[src/rtl/code_conv_arbiter.sv]
// -----------------------------------------------------------------------------
// code_conv_arbiter
//
// Round-robin scheduler that shares one 4-bit code converter (BCD, Gray,
// even-parity Hamming(7,4)) among N_REQ requesters. Each transaction runs
// through three states:
//   IDLE - grant one requester and capture its operand,
//   CONV - convert and register the result,
//   RESP - present the result until the consumer accepts it.
//
// Ports:
//   clk        - single clock, rising edge
//   rst_n      - synchronous active-low reset
//   req_valid  - per-requester request strobe                 [N_REQ]
//   req_ready  - one-hot grant, only in IDLE                  [N_REQ]
//   req_data   - operands, requester i at [4i+3:4i]           [4*N_REQ]
//   req_mode   - code select, requester i at [2i+1:2i]        [2*N_REQ]
//                (00 BCD, 01 Gray, 10 Hamming, 11 reserved)
//   rsp_valid  - result available (state RESP)
//   rsp_ready  - consumer accepts the result
//   rsp_data   - converted code, zero-extended to 7 bits
//   rsp_id     - index of the requester that was served
//   rsp_err    - operand > 9 or reserved mode
//   busy       - state is not IDLE
// -----------------------------------------------------------------------------
module code_conv_arbiter #(
    parameter int N_REQ = 4,
    parameter int ID_W  = $clog2(N_REQ)
) (
    input  logic                 clk,
    input  logic                 rst_n,
    input  logic [N_REQ-1:0]     req_valid,
    output logic [N_REQ-1:0]     req_ready,
    input  logic [4*N_REQ-1:0]   req_data,
    input  logic [2*N_REQ-1:0]   req_mode,
    output logic                 rsp_valid,
    input  logic                 rsp_ready,
    output logic [6:0]           rsp_data,
    output logic [ID_W-1:0]      rsp_id,
    output logic                 rsp_err,
    output logic                 busy
);

    typedef enum logic [1:0] {
        S_IDLE = 2'd0,
        S_CONV = 2'd1,
        S_RESP = 2'd2
    } state_t;

    state_t r_state;
    state_t w_state_next;

    logic [ID_W-1:0] r_ptr;
    logic [ID_W-1:0] r_gnt_id;
    logic [3:0]      r_opnd;
    logic [1:0]      r_mode;
    logic [6:0]      r_rsp_data;
    logic [ID_W-1:0] r_rsp_id;
    logic            r_rsp_err;

    logic [3:0]      w_data [N_REQ];
    logic [1:0]      w_mode [N_REQ];
    logic [N_REQ-1:0] w_rot;
    logic [ID_W:0]   w_sum;
    logic [ID_W-1:0] w_win;
    logic            w_any;
    logic            w_grant_en;
    logic [6:0]      w_code;
    logic            w_err;

    // Unpack the flat request buses and drive the one-hot grant.
    genvar gi;
    generate
        for (gi = 0; gi < N_REQ; gi++) begin : g_req
            assign w_data[gi]    = req_data[4*gi +: 4];
            assign w_mode[gi]    = req_mode[2*gi +: 2];
            assign req_ready[gi] = w_grant_en && (w_win == ID_W'(gi));
        end
    endgenerate

    // Round-robin pick: rotate the request vector so r_ptr lands at bit 0,
    // find the lowest set bit, then rotate the offset back (mod N_REQ).
    always_comb begin
        w_rot = N_REQ'({req_valid, req_valid} >> r_ptr);
        w_any = |req_valid;
        w_sum = {1'b0, r_ptr};
        for (int j = N_REQ - 1; j >= 0; j--) begin
            if (w_rot[j]) begin
                w_sum = {1'b0, r_ptr} + (ID_W+1)'(j);
            end
        end
        if (w_sum >= (ID_W+1)'(N_REQ)) begin
            w_win = ID_W'(w_sum - (ID_W+1)'(N_REQ));
        end else begin
            w_win = ID_W'(w_sum);
        end
    end

    // Converter operates on the captured operand only.
    always_comb begin
        w_err  = (r_opnd > 4'd9) || (r_mode == 2'b11);
        w_code = 7'd0;
        if (!w_err) begin
            case (r_mode)
                2'b00:   w_code = {3'b000, r_opnd};
                2'b01:   w_code = {3'b000, r_opnd ^ (r_opnd >> 1)};
                2'b10:   w_code = {r_opnd[3], r_opnd[2], r_opnd[1],
                                   r_opnd[1] ^ r_opnd[2] ^ r_opnd[3],
                                   r_opnd[0],
                                   r_opnd[0] ^ r_opnd[2] ^ r_opnd[3],
                                   r_opnd[0] ^ r_opnd[1] ^ r_opnd[3]};
                default: w_code = 7'd0;
            endcase
        end
    end

    // FSM state register
    always_ff @(posedge clk) begin
        if (!rst_n) begin
            r_state <= S_IDLE;
        end else begin
            r_state <= w_state_next;
        end
    end

    // FSM next state and outputs. Grants are masked while rst_n is low so
    // no requester sees a handshake on a reset edge.
    always_comb begin
        w_state_next = r_state;
        w_grant_en   = 1'b0;
        rsp_valid    = 1'b0;
        busy         = 1'b1;
        case (r_state)
            S_IDLE: begin
                busy       = 1'b0;
                w_grant_en = w_any && rst_n;
                if (w_any) begin
                    w_state_next = S_CONV;
                end
            end
            S_CONV: begin
                w_state_next = S_RESP;
            end
            S_RESP: begin
                rsp_valid = 1'b1;
                if (rsp_ready) begin
                    w_state_next = S_IDLE;
                end
            end
            default: begin
                w_state_next = S_IDLE;
            end
        endcase
    end

    // Datapath: capture on accept, register the result in CONV, advance the
    // round-robin pointer past the served requester on the response handshake.
    always_ff @(posedge clk) begin
        if (!rst_n) begin
            r_ptr      <= '0;
            r_gnt_id   <= '0;
            r_opnd     <= '0;
            r_mode     <= '0;
            r_rsp_data <= '0;
            r_rsp_id   <= '0;
            r_rsp_err  <= 1'b0;
        end else begin
            if (w_grant_en) begin
                r_opnd   <= w_data[w_win];
                r_mode   <= w_mode[w_win];
                r_gnt_id <= w_win;
            end
            if (r_state == S_CONV) begin
                r_rsp_data <= w_code;
                r_rsp_err  <= w_err;
                r_rsp_id   <= r_gnt_id;
            end
            if ((r_state == S_RESP) && rsp_ready) begin
                r_ptr <= (r_gnt_id == ID_W'(N_REQ - 1)) ? '0 : r_gnt_id + 1'b1;
            end
        end
    end

    assign rsp_data = r_rsp_data;
    assign rsp_id   = r_rsp_id;
    assign rsp_err  = r_rsp_err;

endmodule

[config.mk]
export PLATFORM = sky130hd
export DESIGN_NAME = code_conv_arbiter
export DESIGN_NICKNAME = d
export VERILOG_FILES = /design/src/rtl/code_conv_arbiter.sv
export SDC_FILE = /design/constraint.sdc
export NUM_CORES = 1
export LEC_CHECK = 0
export ABC_AREA = 1
export BUFFER_PORTS_ARGS = -buffer_cell sky130_fd_sc_hd__buf_2
export CORE_MARGIN = 2
export CORE_UTILIZATION = 50
export DETAILED_ROUTE_END_ITERATION = 7
export HOLD_SLACK_MARGIN = 0.1
export PLACE_DENSITY = 0.78
export SLEW_MARGIN = 20
export SYNTH_ARGS = -nofsm -noshare
export SYNTH_HDL_FRONTEND = slang
export SYNTH_SLANG_ARGS = --single-unit
[constraint.sdc]
create_clock -name clk -period 2.1 [get_ports clk]
set_input_delay 0.21 -clock clk [delete_from_list [all_inputs] [get_ports clk]]
set_output_delay 0.21 -clock clk [all_outputs]
set_load 0.01 [all_outputs]
==> results.yml, run 1 <==
status:
  status: "finished clean"
synth:
  ys_seq_elements: 22
  synth_area_per_cell_um2: 6.090
  syn-num-nets: 269
  yosysUniqueCellTypes: 24
  netlist_area_um2: 1419
  seq_area_frac_synth_pct: 31.04
  syn_inst: 233
  synth-warning-count: 0
global_route:
  grt_max_degree: 17
  overflow: 0
  met1_usage_pct: 29.30
  busiest_layer: "met2"
  grt_use_met3_pct: 1.587
  antenna_found_initial: 0
  met2_usage_pct: 33.99
  grt_pass1_vias: 1352
  grt_pass1_wl_um: 5540
  gr-usage-all-layers_pct: 20.72
floorplanning:
  die_w_um: 57.27
  die_h_um: 57.27
  die_area_um2: 3280
  num_io_pins: 47
  rows: 19
  coreArea_um2: 2734
  initial_core_util_pct: 51.90
setup_path:
  cp.arrival_ns: 1.85
  critPathKind: "reg2out"
  worst_setup_path_start_kind: "flop"
  cp.required_ns: 1.89
  cp_max_fo: 8
  end_kind: "output port"
place:
  place_congestion: 0.8934
  dpl_cell_area_um2: 1688
  hpwl_um: 2484
  dpl.cell_count: 309
  portBuffers: 46
sta:
  period_minus_slack_ns: 2.057
  setup_viol: 0
  slew_viol_final: 0
  rsz0062_at_grt: "yes"
  finClkSkew_ns: 0.005833
  finalHoldViolCount: 0
  fin_crit_sh_pct: 97.96
  max_freq_ghz: 0.4861
  slew_headroom_pct: 80.18
  tightest_slew_ns: 0.2969
job:
  maxCapViolCount: 0
cells_and_area:
  multiInputGateArea_um2: 874.6
  layoutNonFillerInstCount: 318
  syn2layout_area_growth_pct: 29.72
  finish.instance_area_um2: 1841
  n_antenna_cell: 0
  nets: 324
  drive_gt1_share_pct: 26.48
  ff_latch_area_um2: 447.9
  layout_common_cells: "nand2_1, buf_2, inv_1"
  n_fill_cell: 251
  final_common_cell: "nand2_1"
clock_tree:
  cts_tree: "built"
  clockBufferDepth: 2
  hold_buffers: 0
  insertion_delay_ns: 0.31
  cts_sinks: 22
  cts_root_buf: "clkbuf_4"
  cts_buffers: 3
  htreeDepth: 1
  path_clk_slew_ns: 0.13
detailed_routing:
  vias: 1570
  wl_um: 3508
  drt-pass1-iter-count: 4
  drc_errors: 0
  first_iter_violations: 74
  ant_nets: 0
  viasPerCell: 4.937
  wire_per_inst_um: 11.03
min_path:
  hold_class: "in2reg"
pwr:
  peakVddDrop_mv: 0.5561
  totalPowerFinal_w: 0.001256
  p_leak_nw: 0.9989
  p_per_area_nw_per_um2: 682.3
## layout make-up
cell class / instances / area share (%)
repair buffers: 54 / 15.77
clock buffers: 4 / 1.971
multi-input cells: 169 / 47.52
inverters: 38 / 8.294
well taps: 31 / 2.107
flip-flops and latches: 22 / 24.34
## cell usage after synthesis
| library cell | count | area share (%) |
|---|---|---|
| ha_1 | 5 | 4.4 |
| o31ai_1 | 2 | 1.1 |
| inv_1 | 36 | 9.5 |
| nand3_1 | 28 | 9.9 |
| or2_2 | 2 | 0.88 |
| dfxtp_1 | 22 | 31 |
| o21ai_0 | 10 | 3.5 |
| buf_6 | 1 | 0.79 |
| o211ai_1 | 3 | 1.6 |
| inv_2 | 1 | 0.26 |
| a21oi_1 | 9 | 3.2 |
| xor2_1 | 3 | 1.9 |
| nand4_1 | 3 | 1.3 |
| nor2_1 | 34 | 9.0 |
| a22oi_1 | 2 | 1.1 |
| xnor2_1 | 1 | 0.62 |
| and2_1 | 1 | 0.44 |
| o221ai_1 | 1 | 0.62 |
| nand2_1 | 60 | 16 |
| clkinv_1 | 1 | 0.26 |
| nand2_2 | 1 | 0.44 |
| nor3_1 | 3 | 1.1 |
| clkbuf_1 | 3 | 0.79 |
| nand3b_1 | 1 | 0.53 |
## power by group
group	switching (W)	internal (W)	total, W
registers	0.0000556	0.000470	0.000525
clock network	0.000136	0.000106	0.000242
logic	0.000284	0.000204	0.000488
total	0.000476	0.000780	0.00126
## worst max-delay path: stages (launching register included)
cell     delay (ns)
dfxtp_4        0.40
inv_6          0.08
nand2_1        0.07
nand3_1        0.11
nand2_2        0.08
nor2_4         0.16
nand2_2        0.09
nand2_4        0.11
nand2_8        0.08
inv_6          0.08
nand2_1        0.06
nor2_1         0.08
buf_2          0.13
## through the flow
| stage | hold slack [ns] | setup slack, ns | setup TNS [ns] | util [%] |
|---|---|---|---|---|
| floorplan | 0.3772 | 0.4351 | 0 | - |
| global route | 0.1836 | -0.07236 | -0.1955 | 67.32 |
| global placement | 0.4533 | 0.1851 | 0 | 61.74 |
| detailed placement | 0.4678 | 0.1491 | 0 | 61.74 |
| CTS | 0.1486 | 0.003325 | 0 | 63.71 |
| finish | 0.1441 | 0.04293 | 0 | 67.32 |
## flip-flops by register name, indices dropped and copies added (netlist names)
| register | count |
|---|---|
| r_opnd | 4 |
| rsp_err | 1 |
| r_state | 2 |
| r_ptr | 2 |
| rsp_id | 2 |
| r_gnt_id | 2 |
| rsp_data | 7 |
| r_mode | 2 |
## path summary, 6_finish.rpt
check | start | endpoint | slack, ns | depth (start not counted)
setup / recovery | r_ptr[0] | req_ready[2] | 0.04 | 12
hold / removal | rsp_ready | r_state[1] | 0.14 | 4
setup reg to reg | r_ptr[0] | r_opnd[0] | 0.26 | 12
hold reg to reg | rsp_data[0] | rsp_data[0] | 0.48 | 2
## routing by layer
layer,up-vias,part of all wire [%]
met5,-,0
met4,0,1.3
met3,6,6.1
met2,55,46
met1,660,47
li1,849,-
## what timing repair did
| action | in CTS | in global routing |
|---|---|---|
| setup endpoints to repair | 4 | 4 |
| cloned | 0 | 0 |
| setup buffers | 0 | 5 |
| pin swaps | 1 | 4 |
| resized for setup | 7 | 18 |
## cells by family (layout without fill, tap and decap cells)
group           count (synthesis)  count (layout)  share of synthesized area (%)
simple gates                  133             133                          39.42
buf+inv                        42              96                          11.64
compound gates                 27              27                          11.02
flops                          22              22                          31.04
fa+ha+maj                       5               5                          4.409
xor+xnor                        4               4                          2.470
No activity file was read; power rests on OpenSTA's default activity.
==> inputs of run 2 (changes only) <==
--- a/config.mk
+++ b/config.mk
@@ -6,12 +6,14 @@
 export NUM_CORES = 1
 export LEC_CHECK = 0
 export ABC_AREA = 1
+export ABC_CLOCK_PERIOD_IN_PS = 2100
 export BUFFER_PORTS_ARGS = -buffer_cell sky130_fd_sc_hd__buf_2
 export CORE_MARGIN = 2
 export CORE_UTILIZATION = 50
 export DETAILED_ROUTE_END_ITERATION = 7
 export HOLD_SLACK_MARGIN = 0.1
 export PLACE_DENSITY = 0.78
+export SETUP_SLACK_MARGIN = 0.1
 export SLEW_MARGIN = 20
 export SYNTH_ARGS = -nofsm -noshare
 export SYNTH_HDL_FRONTEND = slang
==> run 2 against run 1 <==
  * Largest cell class unchanged
  * Critical path depth down 2
  * Clock skew up 0.0088 ns
  * Critical path type unchanged
  * Count of clock-buffer cells in the layout unchanged
  * Critical endpoint is now req_ready[3]
==> results.yml, run 2 (same netlist as run 1, synthesis figures left out) <==
cells_and_area:
  n_antenna_cell: 0
  n_fill_cell: 213
  drive_gt1_share_pct: 35.03
  syn2layout_area_growth_pct: 41.45
  final_common_cell: "buf_2"
  largest_register_ffs: 7
  layoutNonFillerInstCount: 325
  finish.instance_area_um2: 2007
  utilization_pct: 73.41
  nets: 331
  ff_latch_area_um2: 445.4
  multiInputGateArea_um2: 988.4
  layout_common_cells: "buf_2, nand2_1, inv_1"
sta:
  finalHoldViolCount: 0
  fin_ws_ns: 0.04593
  fin_tns_setup_ns: 0
  rsz0062_at_grt: "yes"
  fin_crit_sh_pct: 97.81
  slew_viol_final: 0
  max_freq_ghz: 0.4868
  slew_headroom_pct: 79.43
  period_minus_slack_ns: 2.054
  tightest_slew_ns: 0.3081
  finClkSkew_ns: 0.01460
  setup_viol: 0
place:
  dp_slack_ns: 0.1491
  place_congestion: 0.8934
  portBuffers: 46
  dpl.cell_count: 309
  dpl_cell_area_um2: 1688
  hpwl_um: 2484
min_path:
  hold_class: "in2reg"
  hold_depth: 4
detailed_routing:
  viasPerCell: 5.135
  drt-pass1-iter-count: 4
  drc_errors: 0
  vias: 1669
  wire_per_inst_um: 12.36
  ant_nets: 0
  wl_um: 4017
  first_iter_violations: 94
setup_path:
  critPathKind: "reg2out"
  cp.arrival_ns: 1.84
  cp_max_fo: 7
  cp.required_ns: 1.89
  end_kind: "output port"
  rr_worst_depth: 12
  rrSetupSlack_ns: 0.17
  worst_setup_path_start_kind: "flop"
global_route:
  grt_pass1_wl_um: 5637
  grt_max_degree: 17
  overflow: 0
  gr-usage-all-layers_pct: 21.04
  grt_use_met3_pct: 1.587
  antenna_found_initial: 0
  grt_pass1_vias: 1353
  met2_usage_pct: 33.83
  busiest_layer: "met2"
  met1_usage_pct: 30.38
clock_tree:
  hold_buffers: 0
  cts_buffers: 3
  cts_tree: "built"
  htreeDepth: 1
  path_clk_slew_ns: 0.14
  clockBufferDepth: 2
  cts_root_buf: "clkbuf_4"
  insertion_delay_ns: 0.32
  cts_sinks: 22
job:
  maxCapViolCount: 0
floorplanning:
  rows: 19
  die_w_um: 57.27
  num_io_pins: 47
  initial_core_util_pct: 51.90
  die_h_um: 57.27
  die_area_um2: 3280
  coreArea_um2: 2734
pwr:
  p_leak_nw: 1.093
  peakVddDrop_mv: 0.5629
  p_per_area_nw_per_um2: 657.6
status:
  status: "finished clean"
==> run 2: critical path: stages (launching register included) <==
cell	delay, ns
dfxtp_4	0.44
inv_8	0.11
nand2_4	0.06
nand3_2	0.08
nand2_2	0.08
nor2_4	0.15
nand3_4	0.12
nand2_4	0.13
nand2_4	0.07
nor2_2	0.12
buf_2	0.14
==> run 2: cell type report <==
| cell class | instances | share of cell area (%) |
|---|---|---|
| multi-input cells | 169 | 49.25 |
| well taps | 31 | 1.933 |
| inverters | 38 | 7.731 |
| repair buffers | 61 | 17.08 |
| flip-flops and latches | 22 | 22.19 |
| clock buffers | 4 | 1.808 |
==> run 2: timing repair <==
action / CTS / global route
setup endpoints to repair: 4 / 5
pin swaps: 1 / 13
resized for setup: 11 / 47
buffers inserted: 3 / 9
endpoints found under the hold margin: 0 / 0
==> run 2: report_power, final <==
group	switching (W)	internal, W	total [W]	leakage, nW
sequential	0.0000601	0.000471	0.000531	0.182
clock	0.000139	0.000106	0.000245	0.0210
combinational	0.000314	0.000229	0.000544	0.890
==> run 2: per-layer routing <==
| metal | routed length (µm) | share of wire [%] | vias to the layer above |
|---|---|---|---|
| li1 | - | - | 864 |
| met1 | 1866 | 46 | 737 |
| met3 | 258 | 6.4 | 4 |
| met2 | 1862 | 46 | 64 |
| met4 | 29 | 0.72 | 0 |
| met5 | 0 | 0 | - |
==> run 2: per-stage QoR <==
step | total power [W] | hold WS [ns]
after floorplan | 0.0008402 | 0.3772
after global placement | 0.0009611 | 0.4533
after detailed placement | 0.0009655 | 0.4678
after CTS | 0.001221 | 0.1487
after global routing | 0.001408 | 0.1777
final | 0.001320 | 0.1360
==> run 2: path summary, 6_finish.rpt <==
| kind | start | to |
|---|---|---|
| setup / recovery | r_ptr[0] | req_ready[3] |
| hold / removal | rsp_ready | r_state[1] |
| setup reg to reg | r_ptr[0] | r_mode[1] |
| hold reg to reg | rsp_data[0] | rsp_data[0] |
